<file path="config.mk">
export PLATFORM = sky130hd
export DESIGN_NAME = multich_moving_avg
export DESIGN_NICKNAME = d
export VERILOG_FILES = /design/src/rtl/multich_moving_avg.sv
export SDC_FILE = /design/constraint.sdc
export NUM_CORES = 1
export LEC_CHECK = 0
export ABC_AREA = 0
export CAP_MARGIN = 10
export CORE_MARGIN = 5
export CORE_UTILIZATION = 25
export DETAILED_ROUTE_END_ITERATION = 8
export GPL_TIMING_DRIVEN = 0
export PLACE_DENSITY = 0.39
export RECOVER_POWER = 100
export SETUP_SLACK_MARGIN = 0.15
export SKIP_CTS_REPAIR_TIMING = 1
export SLEW_MARGIN = 20
export SYNTH_ARGS = -nofsm -noshare
export SYNTH_HDL_FRONTEND = slang
export SYNTH_SLANG_ARGS = --single-unit
export TNS_END_PERCENT = 1
</file>
<file path="constraint.sdc">
create_clock -name i_clk -period 8 [get_ports i_clk]
set_input_delay 2 -clock i_clk [delete_from_list [all_inputs] [get_ports i_clk]]
set_output_delay 2 -clock i_clk [all_outputs]
set_load 0.1 [all_outputs]
</file>
<file path="src/rtl/multich_moving_avg.sv">
// -----------------------------------------------------------------------------
// multich_moving_avg
// Multi-channel boxcar moving-average filter for the audio path. One packed
// frame (all channels) is accepted per handshake; channels are then processed
// one per cycle through a shared datapath with a per-channel circular history.
// Window N = 2^win_sel (clamped to 2^LOG2_MAX). Exact accumulator, floor divide.
//
// Ports
//   i_clk        clock, rising edge
//   i_rst_n      asynchronous reset, active low
//   i_clear      synchronous flush of fill/accumulators (honoured in IDLE only)
//   i_bypass     1: output the raw input frame with the same latency
//   i_win_sel    log2 of the window length
//   i_in_valid   frame offered
//   o_in_ready   high only while idle and not clearing
//   i_data_in    packed frame, channel c at [c*W +: W]
//   o_out_valid  one-cycle pulse when o_data_out is updated
//   o_data_out   packed result frame, held between pulses
// -----------------------------------------------------------------------------
module multich_moving_avg #(
    parameter int unsigned W        = 24,
    parameter int unsigned CH       = 2,
    parameter int unsigned LOG2_MAX = 4
) (
    input  logic                             i_clk,
    input  logic                             i_rst_n,
    input  logic                             i_clear,
    input  logic                             i_bypass,
    input  logic [$clog2(LOG2_MAX+1)-1:0]    i_win_sel,
    input  logic                             i_in_valid,
    output logic                             o_in_ready,
    input  logic [CH*W-1:0]                  i_data_in,
    output logic                             o_out_valid,
    output logic [CH*W-1:0]                  o_data_out
);

    localparam int unsigned DMAX = 1 << LOG2_MAX;
    localparam int unsigned AW   = W + LOG2_MAX;
    localparam int unsigned WSW  = $clog2(LOG2_MAX + 1);
    localparam int unsigned CHW  = (CH > 1) ? $clog2(CH) : 1;
    localparam int unsigned FW   = LOG2_MAX + 1;

    typedef enum logic [1:0] {StIdle, StCalc, StDone} state_t;

    state_t                r_state, w_state_nxt;
    logic [CHW-1:0]        r_ch;
    logic [CH*W-1:0]       r_frame;
    logic [WSW-1:0]        r_win_cur;
    logic [WSW-1:0]        w_win_lat;
    logic [LOG2_MAX-1:0]   r_wp;
    logic [LOG2_MAX-1:0]   w_rd_idx;
    logic [FW-1:0]         r_fill;
    logic [FW-1:0]         w_n;
    logic signed [AW-1:0]  r_acc  [CH];
    logic signed [AW-1:0]  r_hist [CH][DMAX];
    logic [W-1:0]          r_y    [CH];
    logic [W-1:0]          w_xs;
    logic signed [AW-1:0]  w_x;
    logic signed [AW-1:0]  w_old;
    logic signed [AW-1:0]  w_acc_nxt;
    logic [W-1:0]          w_y;
    logic                  w_accept;
    logic                  r_out_valid;
    logic [CH*W-1:0]       r_data_out;

    assign o_out_valid = r_out_valid;
    assign o_data_out  = r_data_out;

    // Window selections beyond the history depth clamp to the deepest window.
    assign w_win_lat = (i_win_sel > WSW'(LOG2_MAX)) ? WSW'(LOG2_MAX) : i_win_sel;

    // Datapath for the channel currently in CALC.
    assign w_n       = FW'(1) << r_win_cur;
    // Truncation makes N = DMAX read back the slot about to be overwritten.
    assign w_rd_idx  = r_wp - w_n[LOG2_MAX-1:0];
    assign w_xs      = r_frame[r_ch*W +: W];
    assign w_x       = {{LOG2_MAX{w_xs[W-1]}}, w_xs};
    // Taps older than the samples seen since the last flush count as zero.
    assign w_old     = (r_fill < w_n) ? '0 : r_hist[r_ch][w_rd_idx];
    assign w_acc_nxt = r_acc[r_ch] + w_x - w_old;
    assign w_y       = i_bypass ? w_xs : W'(w_acc_nxt >>> r_win_cur);

    always_comb begin
        w_state_nxt = r_state;
        o_in_ready  = 1'b0;
        unique case (r_state)
            StIdle: begin
                o_in_ready = !i_clear;
                if (i_in_valid && !i_clear) w_state_nxt = StCalc;
            end
            StCalc: if (r_ch == CHW'(CH - 1)) w_state_nxt = StDone;
            StDone: w_state_nxt = StIdle;
            default: w_state_nxt = StIdle;
        endcase
    end

    assign w_accept = i_in_valid && o_in_ready;

    always_ff @(posedge i_clk or negedge i_rst_n) begin
        if (!i_rst_n) begin
            r_state     <= StIdle;
            r_ch        <= '0;
            r_frame     <= '0;
            r_win_cur   <= '0;
            r_wp        <= '0;
            r_fill      <= '0;
            r_out_valid <= 1'b0;
            r_data_out  <= '0;
            for (int c = 0; c < CH; c++) begin
                r_acc[c] <= '0;
                r_y[c]   <= '0;
            end
        end else begin
            r_state     <= w_state_nxt;
            r_out_valid <= 1'b0;
            unique case (r_state)
                StIdle: begin
                    if (i_clear) begin
                        r_fill <= '0;
                        for (int c = 0; c < CH; c++) r_acc[c] <= '0;
                    end else if (w_accept) begin
                        r_frame <= i_data_in;
                        r_ch    <= '0;
                        // A new window restarts the average from this sample.
                        if (w_win_lat != r_win_cur) begin
                            r_win_cur <= w_win_lat;
                            r_fill    <= '0;
                            for (int c = 0; c < CH; c++) r_acc[c] <= '0;
                        end
                    end
                end
                StCalc: begin
                    r_acc[r_ch] <= w_acc_nxt;
                    r_y[r_ch]   <= w_y;
                    r_ch        <= r_ch + 1'b1;
                end
                StDone: begin
                    r_out_valid <= 1'b1;
                    for (int c = 0; c < CH; c++) r_data_out[c*W +: W] <= r_y[c];
                    r_wp <= r_wp + 1'b1;
                    if (r_fill != FW'(DMAX)) r_fill <= r_fill + 1'b1;
                end
                default: ;
            endcase
        end
    end

    // History is data only; fill gating keeps unwritten slots from being used.
    always_ff @(posedge i_clk) begin
        if (r_state == StCalc) r_hist[r_ch][r_wp] <= w_x;
    end

endmodule

</file>
* Word level (Yosys, flattened, before mapping)
Memory sizes are Yosys's and may differ from the RTL's.
Cells that the tools add are included.
W data, S select, Z words.
** Storage, ports and cells
- Register bits :: 216
- RAM bits :: 896
- Output and inout port bits :: 50
- Logic and storage cells :: 95
- Memories kept :: 1
** Cells by class
- Add/subtract/negate cells :: 6
- Multipliers :: 1
- $lt $le $gt $ge :: 7
- Equality and inequality tests :: 11
- Shift-type cells :: 3
- Mux-type cells :: 36
- Bitwise operators :: 4
- Reduce and logical (&&, ||, !) cells :: 14
** Memory list
- r_hist :: words 2, width 448, read ports 1, clocked after memory_dff 0, wr ports 1, RTL line 55 : logic signed [AW-1:0] r_hist [CH][DMAX];
** Operator list (number)
- $mux W448 :: 1
- $mux W28 :: 8
- $mux W56 :: 3
- $bmux W28 S4 :: 1
- $demux W28 S4 :: 1
- $pmux W56 S2 :: 1
- $bwmux W56 :: 1
- $bwmux W48 :: 1
- $mux W24 :: 2
- $shiftx A48 B7 Y24 :: 1
- $add A28 B24 Y28 :: 1
- $demux W28 S1 :: 1
- $sshr A28 B3 Y24 :: 1
- $sub A28 B28 Y28 :: 1
- $demux W24 S1 :: 1
- $mux W5 :: 4
- $ge A5 B5 Y1 const B :: 2
- $ne A2 B2 Y1 const B :: 5
- $not A4 Y5 :: 2
- $pmux W5 S2 :: 1
- $reduce_and A3 Y1 :: 3
- $reduce_and A4 Y1 :: 2
- $ne A3 B3 Y1 const B :: 2
- $add A5 B1 Y5 const B :: 1
- other kinds (26) :: 35

* Logic depth before layout (Yosys ltp)
- Depth in word-level cells :: 11
- Mapped depth :: 26

* Least setup slack after synthesis
Ideal clock, no wire load.
- Kind :: reg2reg
- From :: register r_win_cur[1]
- To :: register r_y[8] (netlist name)
- Library setup time :: 129 ps
- Data arrival time :: 6179 ps
- Setup slack :: 1692 ps
- Stages on the path, launching flop included :: 27
- Clock period less this slack :: 6308 ps
- Cell sequence :: dfrtp_1 > clkbuf_1 > inv_1 > nand2_1 > nor2_1 > ha_1 > inv_1 > fa_1 > xor2_1 > buf_2 > buf_1 > mux4_2 > mux2i_1 > nor2_1 > ha_1 > inv_1 > ha_1 > fa_1 > a211oi_2 > o21ai_2 > a41oi_1 > xnor2_1 > mux4_2 > and2_1 > a311o_1 > o21ai_2 > o21ai_1
** Between the ends
- Cells in the longest elaborated chain, start to end :: 11
- Elaborated cells on any way between the ends :: 12
- Those cells by class :: add/sub (2); order compare (1); shift (2); mux (6); bitwise (1)
** RTL lines
- start: declaration :: RTL line 48 : logic [WSW-1:0] r_win_cur;
- start signal: assignment :: RTL line 126 : r_win_cur <= w_win_lat;
- $shl A1 B3 Y5 :: RTL line 73 : assign w_n = FW'(1) << r_win_cur;
- $sub A4 B4 Y4 :: RTL line 75 : assign w_rd_idx = r_wp - w_n[LOG2_MAX-1:0];
- $not A4 Y5 (implied by the code) :: RTL line 79 : assign w_old = (r_fill < w_n) ? '0 : r_hist[r_ch][w_rd_idx];
- $bmux W28 S4 :: RTL line 79
- $mux W28 (implied by the code) (2 in series) :: RTL line 79
- $mux W28 :: RTL line 79
- $sub A28 B28 Y28 :: RTL line 80 : assign w_acc_nxt = r_acc[r_ch] + w_x - w_old;
- $sshr A28 B3 Y24 (*) :: RTL line 81 : assign w_y = i_bypass ? w_xs : W'(w_acc_nxt >>> r_win_cur);
- $mux W24 (*) :: RTL line 81
- $bwmux W48 (*) :: RTL line 134 : r_y[r_ch] <= w_y;
- end signal: indexed assignment :: RTL line 134
- end: declaration :: RTL line 56 : logic [W-1:0] r_y [CH];
Every way passes the cells marked *; elsewhere a longest branch is shown, timed or not. The select of a mux whose other input is x is not followed.
A chain may end at the register's enable or synchronous reset.

* Worst setup path in the final report
- From :: register r_win_cur[0]
- To :: register r_y[33] (netlist name)
The elaborated chain is that of the path after synthesis.

==> impl_results.md <==
- Post-DP HPWL: 95.77 mm
- Area leader, netlist: edfxtp_1
- Register bit total from synthesis: 984
- Fill cells: 16601
- DRT Pass-1 Iters: 6
- All-Layer GR Usage: 0.1518
- Layout Nets: 2840
- Largest cells by area after synthesis: edfxtp_1, mux4_2, dfrtp_1, nand2_1, mux2_2
- Post-synth EDFFs: 768
- FP Rows: 150
- Placeable Area: 0.1670 sq mm
- RSZ-0062 raised after global routing: true
- Slew Limit Fails: 392
- Initial antenna violation count: 4
- CTS H-tree lvls: 3
- Final period util: 0.9708
- Share of post-route cells with drive strength above 1: 0.2125
- Unique masters post-synth: 81
- Status: finished with violations
- Post-synthesis net count: 2578
- First-pass GRT wire length: 190.2 mm
- Max Fclk: 128.8 MHz
- Hold crit path type: reg2reg
- Critical-path top delay cell: fa_1
- Yosys synthesis warning count: 0
- Endpoints failing hold: 0
- Synth top area share: 0.5500
- Crit path DAT: 8.32 ns
- Max Root-Sink Buffers: 3
- Total Wirelength: 134.3 mm
- Iter 0 DRT Violations: 1985
- Relative slew slack: -2.568
- CTS tree: done
- Failing checks: max-capacitance violations, max-slew violations
- Die height: 419.6 um
- Gr ovfl total: 0
- Async set or reset register ratio after synthesis: 0.2195
- Die W: 419.6 um
- Min Tclk post-route: 7.766 ns
- Slowest Stage Delay on Critical Path: 0.64 ns
- Area Growth Syn to Fin: 18.26%
- Boundary pin count: 106
- ANT nets after route: 0
- Post-synthesis cell area: 0.04193 sq mm
- Initial core utilization: 0.2510
- Slew @ Worst Pin: 5.352 ns
- CTS sink cnt: 984
- Root buf cell: clkbuf_16
- WL/cell: 26.78 um
- Num CTS Buffers: 109
- Clock skew: 0.03896 ns
- Vias in the first global route: 24684
- Via count: 23640
- CP most frequent cell: a21oi_1
- Top delay family on crit path: buffers and inverters
- Crit path kind: reg2reg
- Clock latency on the worst-skew pair: 0.72 ns
- # setup viols final: 0
- Largest net degree at the start of global routing: 96
- CP Max Fanout: 10
- Worst setup EP type: flip-flop
- Sequential element share of the synthesized area: 0.6789
- Avg Inst Size Synth: 17.10 sq um
- Placer Congestion: 0.8745
- Crit path buffers/inverters: 7
- Via density: 4.715
- # DRC: 0
- Worst Path Required: 8.56 ns
- Die area: 0.1760 sq mm
- Reg clk slew, reported paths: 0.06 ns
- Post-synth top flop: edfxtp_1
- Max-cap viol count: 17
- PortBufs: 105
- Worst setup SP type: flip-flop
- Syn Inst Count: 2452
- WHS: 0.4704 ns
## state kept, by name, indices dropped and copies added (netlist names)
| register | flops |
|---|---|
| r_hist | 768 |
| r_acc | 56 |
| o_data_out | 48 |
| r_frame | 48 |
| r_y | 48 |
| r_fill | 5 |
| r_wp | 4 |
| r_win_cur | 3 |
| r_state | 2 |
| o_out_valid | 1 |
| r_ch | 1 |
## cells by family after synthesis
group / synth area share
DFF: 0.6789
xor gates and xnor gates: 0.008325
buffers and inverters: 0.01945
adders and majority gates: 0.02590
AOI/OAI and AO/OA: 0.04920
muxes: 0.1700
and+or+nand+nor: 0.04825
## cell type report
cell class / count / area, sq um / share of cell area
repair buffers: 151 / 1287 / 0.02596
flip-flops and latches: 984 / 28470 / 0.5740
multi-input cells: 1257 / 12740 / 0.2569
plain buffers: 142 / 658.1 / 0.01327
clock inverters: 65 / 500.5 / 0.01009
well taps: 2204 / 2758 / 0.05561
clock buffers: 137 / 2904 / 0.05856
diodes: 5 / 12.51 / 0.0002523
inverters: 69 / 261.5 / 0.005273
## worst paths after layout
kind / startpoint / endpoint / slack (ns) / cells after the start
worst max-delay path: r_win_cur[0] / r_y[33] / 0.23 / 25
worst min-delay path: o_data_out[43] / o_data_out[43] / 0.47 / 2
worst max register to register: r_win_cur[0] / r_y[33] / 0.23 / 25
worst min register to register: o_data_out[43] / o_data_out[43] / 0.47 / 2
max in group asynchronous: i_rst_n / o_data_out[0] / 1.75 / 1
min in group asynchronous: i_rst_n / r_frame[46] / 3.24 / 1
## per-layer routing
layer  vias to the layer above  routed length (um)  global-route usage
li1                      10104                   -                   -
met1                     12668               60330              0.2086
met5                         -                  13                   0
met3                       180                6336             0.02540
met2                       686               63930              0.2515
met4                         2                3679             0.03689
## tightest hold or removal path: cells and delay by family (launching register included)
family / cells / cell delay, ns
flops: 1 / 0.34
simple gates: 2 / 0.10
## synthesized netlist by cell type (40+ instances only)
master and number:
a21oi_1 40, clkbuf_1 97, dfrtp_1 216, edfxtp_1 768, ha_1 42, inv_1 66, mux2_2 72, mux2i_1 65
mux4_2 251, nand2_1 282, nor2_1 91, o21ai_0 68
## metrics by stage
step | area, sq um | TNS, ns | worst slack, ns | utilization | instances
2_1_floorplan | 41930 | 0 | 1.692 | - | 2452
3_3_place_gp | 45740 | -967.85 | -4.258 | 0.2739 | 4761
3_5_place_dp | 47190 | -49.25 | -1.349 | 0.2825 | 4804
4_1_cts | 50590 | -50.92 | -1.368 | 0.3029 | 5006
5_1_grt | 49580 | 0 | 0.05862 | 0.2968 | 5009
6_report | 49590 | 0 | 0.2337 | 0.2969 | 5014
## placed cells by master, fill, tap and decap left out, types with 36 or more instances in the layout
master           synthesis  routed
o21ai_0                 68      74
clkdlybuf4s50_1          0      52
mux2_2                  72      67
clkbuf_1                97     132
ha_1                    42      42
mux2i_1                 65      63
nor2_1                  91      88
dfrtp_1                216     216
edfxtp_1               768     768
clkbuf_16                0     110
a22o_1                  36      36
a21oi_1                 40      40
inv_1                   66      66
nand2_1                282     281
mux4_2                 251     251
dlygate4sd3_1            0      52
Power is not shown: default switching activity piles up to over one toggle a cycle in this logic, so the estimate is an artifact.
